==> config.mk <==
export PLATFORM = sky130hd
export DESIGN_NAME = data_mem_io
export DESIGN_NICKNAME = d
export VERILOG_FILES = /design/src/rtl/mmio_pkg.sv /design/src/rtl/sw_debounce.sv /design/src/rtl/data_mem_io.sv
export SDC_FILE = /design/constraint.sdc
export NUM_CORES = 2
export LEC_CHECK = 0
export ABC_AREA = 1
export BUFFER_PORTS_ARGS = -buffer_cell sky130_fd_sc_hd__clkbuf_2
export CORE_ASPECT_RATIO = 1.2
export CORE_MARGIN = 5
export CORE_UTILIZATION = 50
export DETAILED_ROUTE_END_ITERATION = 12
export PLACE_DENSITY = 0.66
export REMOVE_ABC_BUFFERS = 1
export SLEW_MARGIN = 0
export SYNTH_ARGS = -nofsm -noshare
export SYNTH_HDL_FRONTEND = slang
export SYNTH_HIERARCHICAL = 1
export SYNTH_SLANG_ARGS = --single-unit
==> constraint.sdc <==
create_clock -name clk -period 5.32 [get_ports clk]
set_clock_uncertainty 0.1 [all_clocks]
set_input_delay 0.798 -clock clk [delete_from_list [all_inputs] [get_ports clk]]
set_output_delay 0.798 -clock clk [all_outputs]
set_load 0.01 [all_outputs]
==> src/rtl/mmio_pkg.sv <==
// Shared constants for the MEM-stage memory / memory-mapped I/O block.
//   - I/O register offsets within the 256-byte I/O page
//   - STATUS bit positions
//   - reset value of the timer compare register
package mmio_pkg;

  // I/O register offsets (word aligned, relative to the I/O page base)
  localparam logic [7:0] OFF_SWITCH = 8'h00;
  localparam logic [7:0] OFF_LED    = 8'h04;
  localparam logic [7:0] OFF_TIMER  = 8'h08;
  localparam logic [7:0] OFF_TCMP   = 8'h0C;
  localparam logic [7:0] OFF_STATUS = 8'h10;

  // STATUS register layout (RW1C)
  localparam int unsigned STATUS_W  = 2;
  localparam int unsigned ST_TMATCH = 0;  // timer reached TIMER_CMP
  localparam int unsigned ST_SWCHG  = 1;  // debounced switches changed

  // Compare value out of reset: far from the timer's reset value of 0
  localparam logic [31:0] TIMER_CMP_RST = 32'hFFFF_FFFF;

endpackage

==> src/rtl/sw_debounce.sv <==
// Switch input conditioning for the board switches.
// A two-flop synchroniser brings the raw asynchronous switches into the clk domain. With
// SW_DEBOUNCE_EN defined, a change is only accepted once the synchronised value has been held,
// different from the accepted value, for DEBOUNCE_CYCLES consecutive cycles. Without it the
// synchroniser output is used directly and DEBOUNCE_CYCLES is ignored.
//
// Ports:
//   clk         in   system clock
//   rst_n       in   synchronous active-low reset
//   sw_raw      in   raw asynchronous switch levels
//   sw_db       out  accepted (debounced) switch value
//   sw_changed  out  one-cycle pulse, high in the cycle whose edge updates sw_db
module sw_debounce #(
  parameter int unsigned DEBOUNCE_CYCLES = 16
) (
  input  logic       clk,
  input  logic       rst_n,
  input  logic [7:0] sw_raw,
  output logic [7:0] sw_db,
  output logic       sw_changed
);

  logic [7:0] sync1_q;
  logic [7:0] sync2_q;

  always_ff @(posedge clk) begin
    if (!rst_n) begin
      sync1_q <= '0;
      sync2_q <= '0;
    end else begin
      sync1_q <= sw_raw;
      sync2_q <= sync1_q;
    end
  end

`ifdef SW_DEBOUNCE_EN

  localparam int unsigned CNT_W = (DEBOUNCE_CYCLES > 1) ? $clog2(DEBOUNCE_CYCLES) : 1;
  localparam logic [CNT_W-1:0] CNT_LAST = CNT_W'(DEBOUNCE_CYCLES - 1);

  logic [CNT_W-1:0] cnt_q;
  logic [CNT_W-1:0] cnt_d;
  logic [7:0]       db_q;
  logic [7:0]       db_d;
  logic             accept;

  // cnt_q counts cycles the synchronised value has been steady and different from db_q.
  // sync1_q != sync2_q means the synchronised value is about to move, which restarts the
  // count so that the new value must itself be held for the full window.
  always_comb begin
    cnt_d  = '0;
    db_d   = db_q;
    accept = 1'b0;
    if (sync2_q != db_q) begin
      if (cnt_q == CNT_LAST) begin
        db_d   = sync2_q;
        accept = 1'b1;
      end else if (sync1_q == sync2_q) begin
        cnt_d = cnt_q + CNT_W'(1);
      end
    end
  end

  always_ff @(posedge clk) begin
    if (!rst_n) begin
      cnt_q <= '0;
      db_q  <= '0;
    end else begin
      cnt_q <= cnt_d;
      db_q  <= db_d;
    end
  end

  assign sw_db      = db_q;
  assign sw_changed = accept;

`else

  // Synchroniser output used as-is; flag the edge on which it takes a new value.
  assign sw_db      = sync2_q;
  assign sw_changed = (sync1_q != sync2_q);

  logic unused_cfg;
  assign unused_cfg = ^DEBOUNCE_CYCLES;

`endif

endmodule

==> src/rtl/data_mem_io.sv <==
// MEM-stage data memory and memory-mapped I/O of the 5-stage pipeline.
// Addresses whose bits [31:8] match IO_BASE[31:8] hit the I/O page; all others go to a word
// RAM of RAM_WORDS entries (out-of-range indices read 0 and drop writes). Loads are
// combinational from addr and current state; stores commit on the rising clock edge.
//
// I/O page: SWITCH (RO), LED (RW), TIMER (RW, free running), TIMER_CMP (RW), STATUS (RW1C:
// bit0 timer match, bit1 switch change). Other offsets read 0 and ignore writes.
//
// Build option: define SW_DEBOUNCE_EN to debounce the switch input (see sw_debounce).
//
// Ports:
//   clk           in   system clock
//   rst_n         in   synchronous active-low reset (RAM contents are kept)
//   mem_write_en  in   store strobe for addr
//   addr          in   byte address, bits [1:0] ignored
//   write_data    in   store data
//   switches      in   raw asynchronous board switches
//   leds          out  LED register
//   read_data     out  load data (zero latency)
//   timer_irq     out  STATUS timer-match bit
module data_mem_io
  import mmio_pkg::*;
#(
  parameter int unsigned RAM_WORDS       = 64,
  parameter logic [31:0] IO_BASE         = 32'hFFFF_FF00,
  parameter int unsigned DEBOUNCE_CYCLES = 16
) (
  input  logic        clk,
  input  logic        rst_n,
  input  logic        mem_write_en,
  input  logic [31:0] addr,
  input  logic [31:0] write_data,
  input  logic [7:0]  switches,
  output logic [7:0]  leds,
  output logic [31:0] read_data,
  output logic        timer_irq
);

  localparam int unsigned IDX_W = $clog2(RAM_WORDS);

  // Address decode
  logic             is_io;
  logic             ram_hit;
  logic [IDX_W-1:0] ram_idx;
  logic [7:0]       io_off;

  assign is_io   = (addr[31:8] == IO_BASE[31:8]);
  // RAM_WORDS is a power of two, so in-range means every index bit above IDX_W is zero
  assign ram_hit = !is_io && (addr[31:IDX_W+2] == '0);
  assign ram_idx = addr[IDX_W+1:2];
  assign io_off  = {addr[7:2], 2'b00};

  logic unused_addr;
  assign unused_addr = ^addr[1:0];

  // Word RAM: asynchronous read, write on the clock edge, no reset
  logic [31:0] ram_q [RAM_WORDS];

  always_ff @(posedge clk) begin
    if (rst_n && mem_write_en && ram_hit) begin
      ram_q[ram_idx] <= write_data;
    end
  end

  // Switch conditioning
  logic [7:0] sw_db;
  logic       sw_changed;

  sw_debounce #(
    .DEBOUNCE_CYCLES(DEBOUNCE_CYCLES)
  ) u_sw_debounce (
    .clk       (clk),
    .rst_n     (rst_n),
    .sw_raw    (switches),
    .sw_db     (sw_db),
    .sw_changed(sw_changed)
  );

  // I/O registers
  logic [7:0]          led_q;
  logic [7:0]          led_d;
  logic [31:0]         timer_q;
  logic [31:0]         timer_d;
  logic [31:0]         tcmp_q;
  logic [31:0]         tcmp_d;
  logic [STATUS_W-1:0] status_q;
  logic [STATUS_W-1:0] status_d;
  logic                wr_io;

  assign wr_io = mem_write_en && is_io;

  always_comb begin
    led_d    = led_q;
    timer_d  = timer_q + 32'd1;
    tcmp_d   = tcmp_q;
    status_d = status_q;

    if (wr_io) begin
      case (io_off)
        OFF_LED:    led_d    = write_data[7:0];
        OFF_TIMER:  timer_d  = write_data;
        OFF_TCMP:   tcmp_d   = write_data;
        OFF_STATUS: status_d = status_q & ~write_data[STATUS_W-1:0];
        default:    ;
      endcase
    end

    // Set events are applied after the clear so they win when both land together
    if (timer_q == tcmp_q) begin
      status_d[ST_TMATCH] = 1'b1;
    end
    if (sw_changed) begin
      status_d[ST_SWCHG] = 1'b1;
    end
  end

  always_ff @(posedge clk) begin
    if (!rst_n) begin
      led_q    <= '0;
      timer_q  <= '0;
      tcmp_q   <= TIMER_CMP_RST;
      status_q <= '0;
    end else begin
      led_q    <= led_d;
      timer_q  <= timer_d;
      tcmp_q   <= tcmp_d;
      status_q <= status_d;
    end
  end

  // Load path
  always_comb begin
    read_data = '0;
    if (is_io) begin
      case (io_off)
        OFF_SWITCH: read_data = {24'b0, sw_db};
        OFF_LED:    read_data = {24'b0, led_q};
        OFF_TIMER:  read_data = timer_q;
        OFF_TCMP:   read_data = tcmp_q;
        OFF_STATUS: read_data = {{(32 - STATUS_W){1'b0}}, status_q};
        default:    read_data = '0;
      endcase
    end else if (ram_hit) begin
      read_data = ram_q[ram_idx];
    end
  end

  assign leds      = led_q;
  assign timer_irq = status_q[ST_TMATCH];

endmodule
**Word level (Yosys, flattened, before mapping)**

Memories as Yosys holds them, arrays and structs flattened.
Cells that the tools add are included.

- Eq/ne operators: 7
- Bitwise logic cells: 2
- Add/sub/neg operators: 1
- Muxes and demuxes: 11
- Reduce and logical (&&, ||, !) cells: 15

Operators by type and width:

| cell | count |
|---|---|
| $pmux 32 s5 | 1 |
| $mux 32 | 4 |
| $add 32x1->32 const B | 1 |
| $eq 32x32->1 | 1 |
| $eq 24x24->1 const B | 1 |
| $logic_not 24->1 | 1 |
| $eq 6x2->1 const B | 2 |
| $logic_not 8->1 | 1 |
| $ne 8x8->1 | 1 |
| $reduce_and 2->1 | 4 |
| $reduce_bool 2->1 | 4 |
| $eq 6x1->1 const B | 1 |
| $eq 6x3->1 const B | 1 |
| $logic_and 1x1->1 | 4 |
| $mux 1 | 4 |
| $mux 2 | 2 |
| $and 2x2->2 | 1 |
| $not 2->2 | 1 |
| $logic_not 1->1 | 1 |

- Output and inout port bits: 41
- Register bits after elaboration: 90
- Bits of input ports: 75
- Memory bits (writable): 2,048
- Memories: 1
- Logic and storage cells: 44

Memory list:

| name | depth | bits a word | rd ports | clocked after Yosys merged registers in | write ports | line | source |
|---|---|---|---|---|---|---|---|
| ram_q | 64 | 32 | 1 | 0 | 1 | data_mem_io.sv:57 | `logic [31:0] ram_q [RAM_WORDS];` |

**Logic depth before layout (Yosys ltp)**

- Depth after elaboration: 6
- Gate-level depth with buffers: 16
- Depth with buffers taken out: 13

**Modules after synthesis**

The synthesis kept the hierarchy.

By module, submodules not included:

| module | area an instance (um^2) | seq. area each (um^2) | cells each | instances |
|---|---|---|---|---|
| data_mem_io | 89,572.2 | 62,980.4 | 8,637 | 1 |
| sw_debounce | 598.1 | 320.3 | 77 | 1 |

**Least setup slack after synthesis**

OpenSTA, ideal clock, no wires.

- Kind: input port to flip-flop
- Start point: input addr[17]
- End point: memory ram_q[0][0] (enable)
- Arrival time: 3.210 ns
- Path slack: 1.589 ns
- Buffers on the path: 0
- Stages: 8
- Data required time: 4.799 ns
- Setup time: 0.421 ns
- Cells stage by stage: nor3_1 -> nor3b_1 -> nand2_1 -> nor2_2 -> nand3_1 -> inv_1 -> nand3_1 -> nor2_1

- Cells in the longest elaborated chain, start to end: 6
- Elaborated cells between the ends (all ways): 7
- Classes of those cells: eq/ne: 1; mux: 2; reduce/logical: 4

Ends and longest elaborated chain:

| element | line | source |
|---|---|---|
| from (decl) | data_mem_io.sv:31 | `input logic [31:0] addr,` |
| $eq 24x24->1 | data_mem_io.sv:47 | `assign is_io = (addr[31:8] == IO_BASE[31:8]);` |
| $logic_not 1->1 | data_mem_io.sv:49 | `assign ram_hit = !is_io && (addr[31:IDX_W+2] == '0);` |
| $logic_and 1x1->1 (*) | data_mem_io.sv:49 |  |
| $logic_and 1x1->1 (*) | data_mem_io.sv:60 | `if (rst_n && mem_write_en && ram_hit) begin` |
| $mux 1 (*) | data_mem_io.sv:60 |  |
| $mux 1 (not written as such) (*) | data_mem_io.sv:61 | `ram_q[ram_idx] <= write_data;` |
| to (decl) | data_mem_io.sv:57 |  |

Mark *: on every way between the ends. The rest lies on a longest branch, timed or not.

**Final worst setup path**

- Start point: input addr[2]
- End point: output read_data[0]

- Cells in the longest elaborated chain, start to end: 3
- Elaborated cells between the ends (all ways): 9
- Classes of those cells: eq/ne: 4; mux: 3; reduce/logical: 1; memory: 1

Ends and longest elaborated chain:

| element | line | source |
|---|---|---|
| $mem_v2 64x32, or another cell as far along | n/a |  |
| $mux 32 or $pmux 32 s5 (tied branches) | data_mem_io.sv:143, data_mem_io.sv:135 |  |
| $mux 32 (*) | data_mem_io.sv:134 | `if (is_io) begin` |
| to (decl) | data_mem_io.sv:35 | `output logic [31:0] read_data,` |

Marks and branches as above.

==> results_dict.tcl <==
set metrics [dict create \
    top_layer "met5" \
    post_drt_wl_per_cell_um 23.10 \
    fin_crit_ns 4.784 \
    cts_tree "done" \
    wl_met1_mm 105.8 \
    place.port_buffers 113 \
    layout-drive-gt1-share 0.08203 \
    vias 63060 \
    ys_ff_latch 2138 \
    p_per_area_nw_per_um2 342.4 \
    holdPathStages 3 \
    worst_r2r_startpoint "timer_q[1]$_SDFF_PN0_" \
    drt_wl_total_mm 263.4 \
    grt_start_max_net_pins 187 \
    place.detailed.hpwl_mm 149.2 \
    grt_usage 0.2749 \
    min_to "u_sw_debounce/sync1_q[6]$_SDFF_PN0_" \
    rsz0062_at_grt "false" \
    cts_buffer_depth 3 \
    pre_cts_ws_ns 0.7245 \
    worstReg2RegEnd "timer_q[22]$_SDFF_PN0_" \
    start_util 0.5035 \
    r2r_setup_slack_ns 3.15 \
    endpoint_kind "output pin" \
    synth_edf_count 2048 \
    yosysMostFrequentCell "nand2_1" \
    hold_ws_ns 0.04646 \
    fp.dieW_um 397.7 \
    first_pass_iters 7 \
    yosys-top-cells-area "edfxtp_1 (68%), nand2_1 (21%), nand3_1 (2.1%), dfxtp_1 (2.0%), buf_2 (1.2%)" \
    setup_viol 0 \
    synthCells 8714 \
    dieArea_um2 189000 \
    cts_resized 0 \
    num-nets-final 8912 \
    syn_to_final_growth_pct 11.78 \
    r2r_cells 10 \
    wl_met2_mm 119.9 \
    critPathArrivalTime_ns 3.89 \
    drc_errors 0 \
    max-slew-margin-rel 0.1654 \
    fmax_ghz 0.2090 \
    first_global_vias 59390 \
    overflow 0 \
    clkTransAtPathRegs_ns 0.06 \
    wl_met3_mm 26.22 \
    critPathKind "in2out" \
    core.rowCount 170 \
    drt_iter0_drc 7947 \
    gp_congestion 0.8975 \
    async_flop_share 0 \
    min_from "switches[6]" \
    cp_max_fo 182 \
    finalHoldViolCount 0 \
    syn_avg_cell_area_um2 10.35 \
    cts_inserted_buffers 197 \
    hold_class "in2reg" \
    ir_worst_vdd_v 0.0003064 \
    vias_per_cell 5.529 \
    worst_slew_pin_slew_ns 1.252 \
    startpoint_type "primary input" \
    status "complete, no violations" \
    fin_ws_ns 0.5358 \
    p_leak_uw 0.04040 \
    grt_pass1_wl_mm 385.4 \
    die_height_um 475.2 \
    syn_area_um2 90170 \
    drv_slew 0 \
    fin_total_pwr_uw 34510 \
    worstPathRequired_ns 4.42 \
    clock-sinks 2138 \
    yosysWarnings 6 \
    clockRootBuffer "clkbuf_16" \
    finalCritPeriodShare 0.8993 \
    core_um2 179100 \
    yosys_most_used_dff "edfxtp_1" \
    maxCapViolCount 0 \
    seq_area_frac_synth 0.7020 \
    yosysTopAreaCellShare 0.6820 \
    htreeDepth 4 \
    ys_types 47 \
    post_synth_most_frequent_cells "nand2_1 (4,947), edfxtp_1 (2,048), nand3_1 (384)" \
    antenna_found_initial 10 \
    ios 116 \
    synth_largest_area_cell "edfxtp_1" \
    ant_nets 0 \
    clk_latency_ns 0.84 \
]
[layer usage]
layer	up-vias	GRT usage
li1	28920	-
met3	508	0.04715
met5	-	0
met2	3226	0.4290
met4	12	0.1150
met1	30390	0.3859
[placed cells by master (no fill, tap or decap), types with 43 or more instances in the layout]
master	count
clkinv_1	61
buf_4	213
nand4_1	105
buf_12	43
dfxtp_1	90
nand3_1	384
clkbuf_2	88
edfxtp_1	2048
nor2_4	69
clkbuf_16	204
nor2_1	66
a21oi_1	62
o21ai_0	63
inv_1	243
nand2_1	4947
[worst max-delay path, stage by stage]
cell and delay [ns]:
buf_8 0.24, clkinv_16 0.23, buf_12 0.30, nand2_1 0.21, nand2_1 0.07, nand2_1 0.06, nand2_1 0.06, nand2_1 0.08
nand2_1 0.07, inv_1 0.16, nand2_1 0.19, nand2_1 0.11, nand2_1 0.15, o21ai_1 0.41, nand2_1 0.13, clkbuf_2 0.16
[cell type report]
cell class / count / area [um2]
Inverter: 257 / 1006
Tap cell: 2408 / 3013
Timing Repair Buffer: 370 / 3068
Clock inverter: 116 / 1012
Antenna cell: 1 / 2.502
Multi-Input combinational cell: 5872 / 24130
Fill cell: 14790 / 78310
Clock buffer: 244 / 5255
Sequential cell: 2138 / 63300
[flip-flops by register name (all words and copies together), names as in the netlist]
| register | flops |
|---|---|
| tcmp_q | 32 |
| u_sw_debounce/sw_db | 8 |
| ram_q | 2048 |
| u_sw_debounce/sync1_q | 8 |
| timer_q | 32 |
| status_q | 2 |
| leds | 8 |
[what timing repair did]
item	CTS	global route
buffers inserted	0	0
hold endpoints to repair	1	0
hold buffers	1	0
[cell families (layout without fill, tap and decap cells)]
group | count (synthesis) | after routing | synth area share
compound gates | 194 | 194 | 0.01185
xor+xnor | 56 | 56 | 0.005439
fa+ha+maj | 1 | 1 | 0.0001387
buf+inv | 704 | 987 | 0.03580
flops | 2138 | 2138 | 0.7020
other cells | 0 | 1 | 0
simple gates | 5621 | 5621 | 0.2448
[power breakdown]
| group | internal [uW] | leakage, uW | switching, uW |
|---|---|---|---|
| sequential | 18400 | 0.0191 | 7.35 |
| combinational | 494 | 0.0182 | 1660 |
| clock | 7800 | 0.00305 | 6120 |
[worst max path at each step]
stage | from | end | depth (start not counted)
after global placement | addr[2] | ram_q[53][10]$_DFFE_PP_ | 8
after floorplan | addr[3] | read_data[20] | 10
final | addr[2] | read_data[0] | 16
after CTS | addr[2] | read_data[9] | 17
after detailed placement | addr[2] | ram_q[53][23]$_DFFE_PP_ | 8
after global routing | addr[2] | read_data[0] | 16
[metrics by stage]
step	setup TNS (ns)	utilization	instances	area, um2
finish	0	0.5628	11410	100800
global route	0	0.5628	11410	100800
CTS	0	0.5628	11410	100800
detailed placement	0	0.5277	11040	94510
global placement	0	0.5277	11040	94510
floorplan	-988.56	-	8267	87910
No activity file was read; power rests on OpenSTA's default activity.
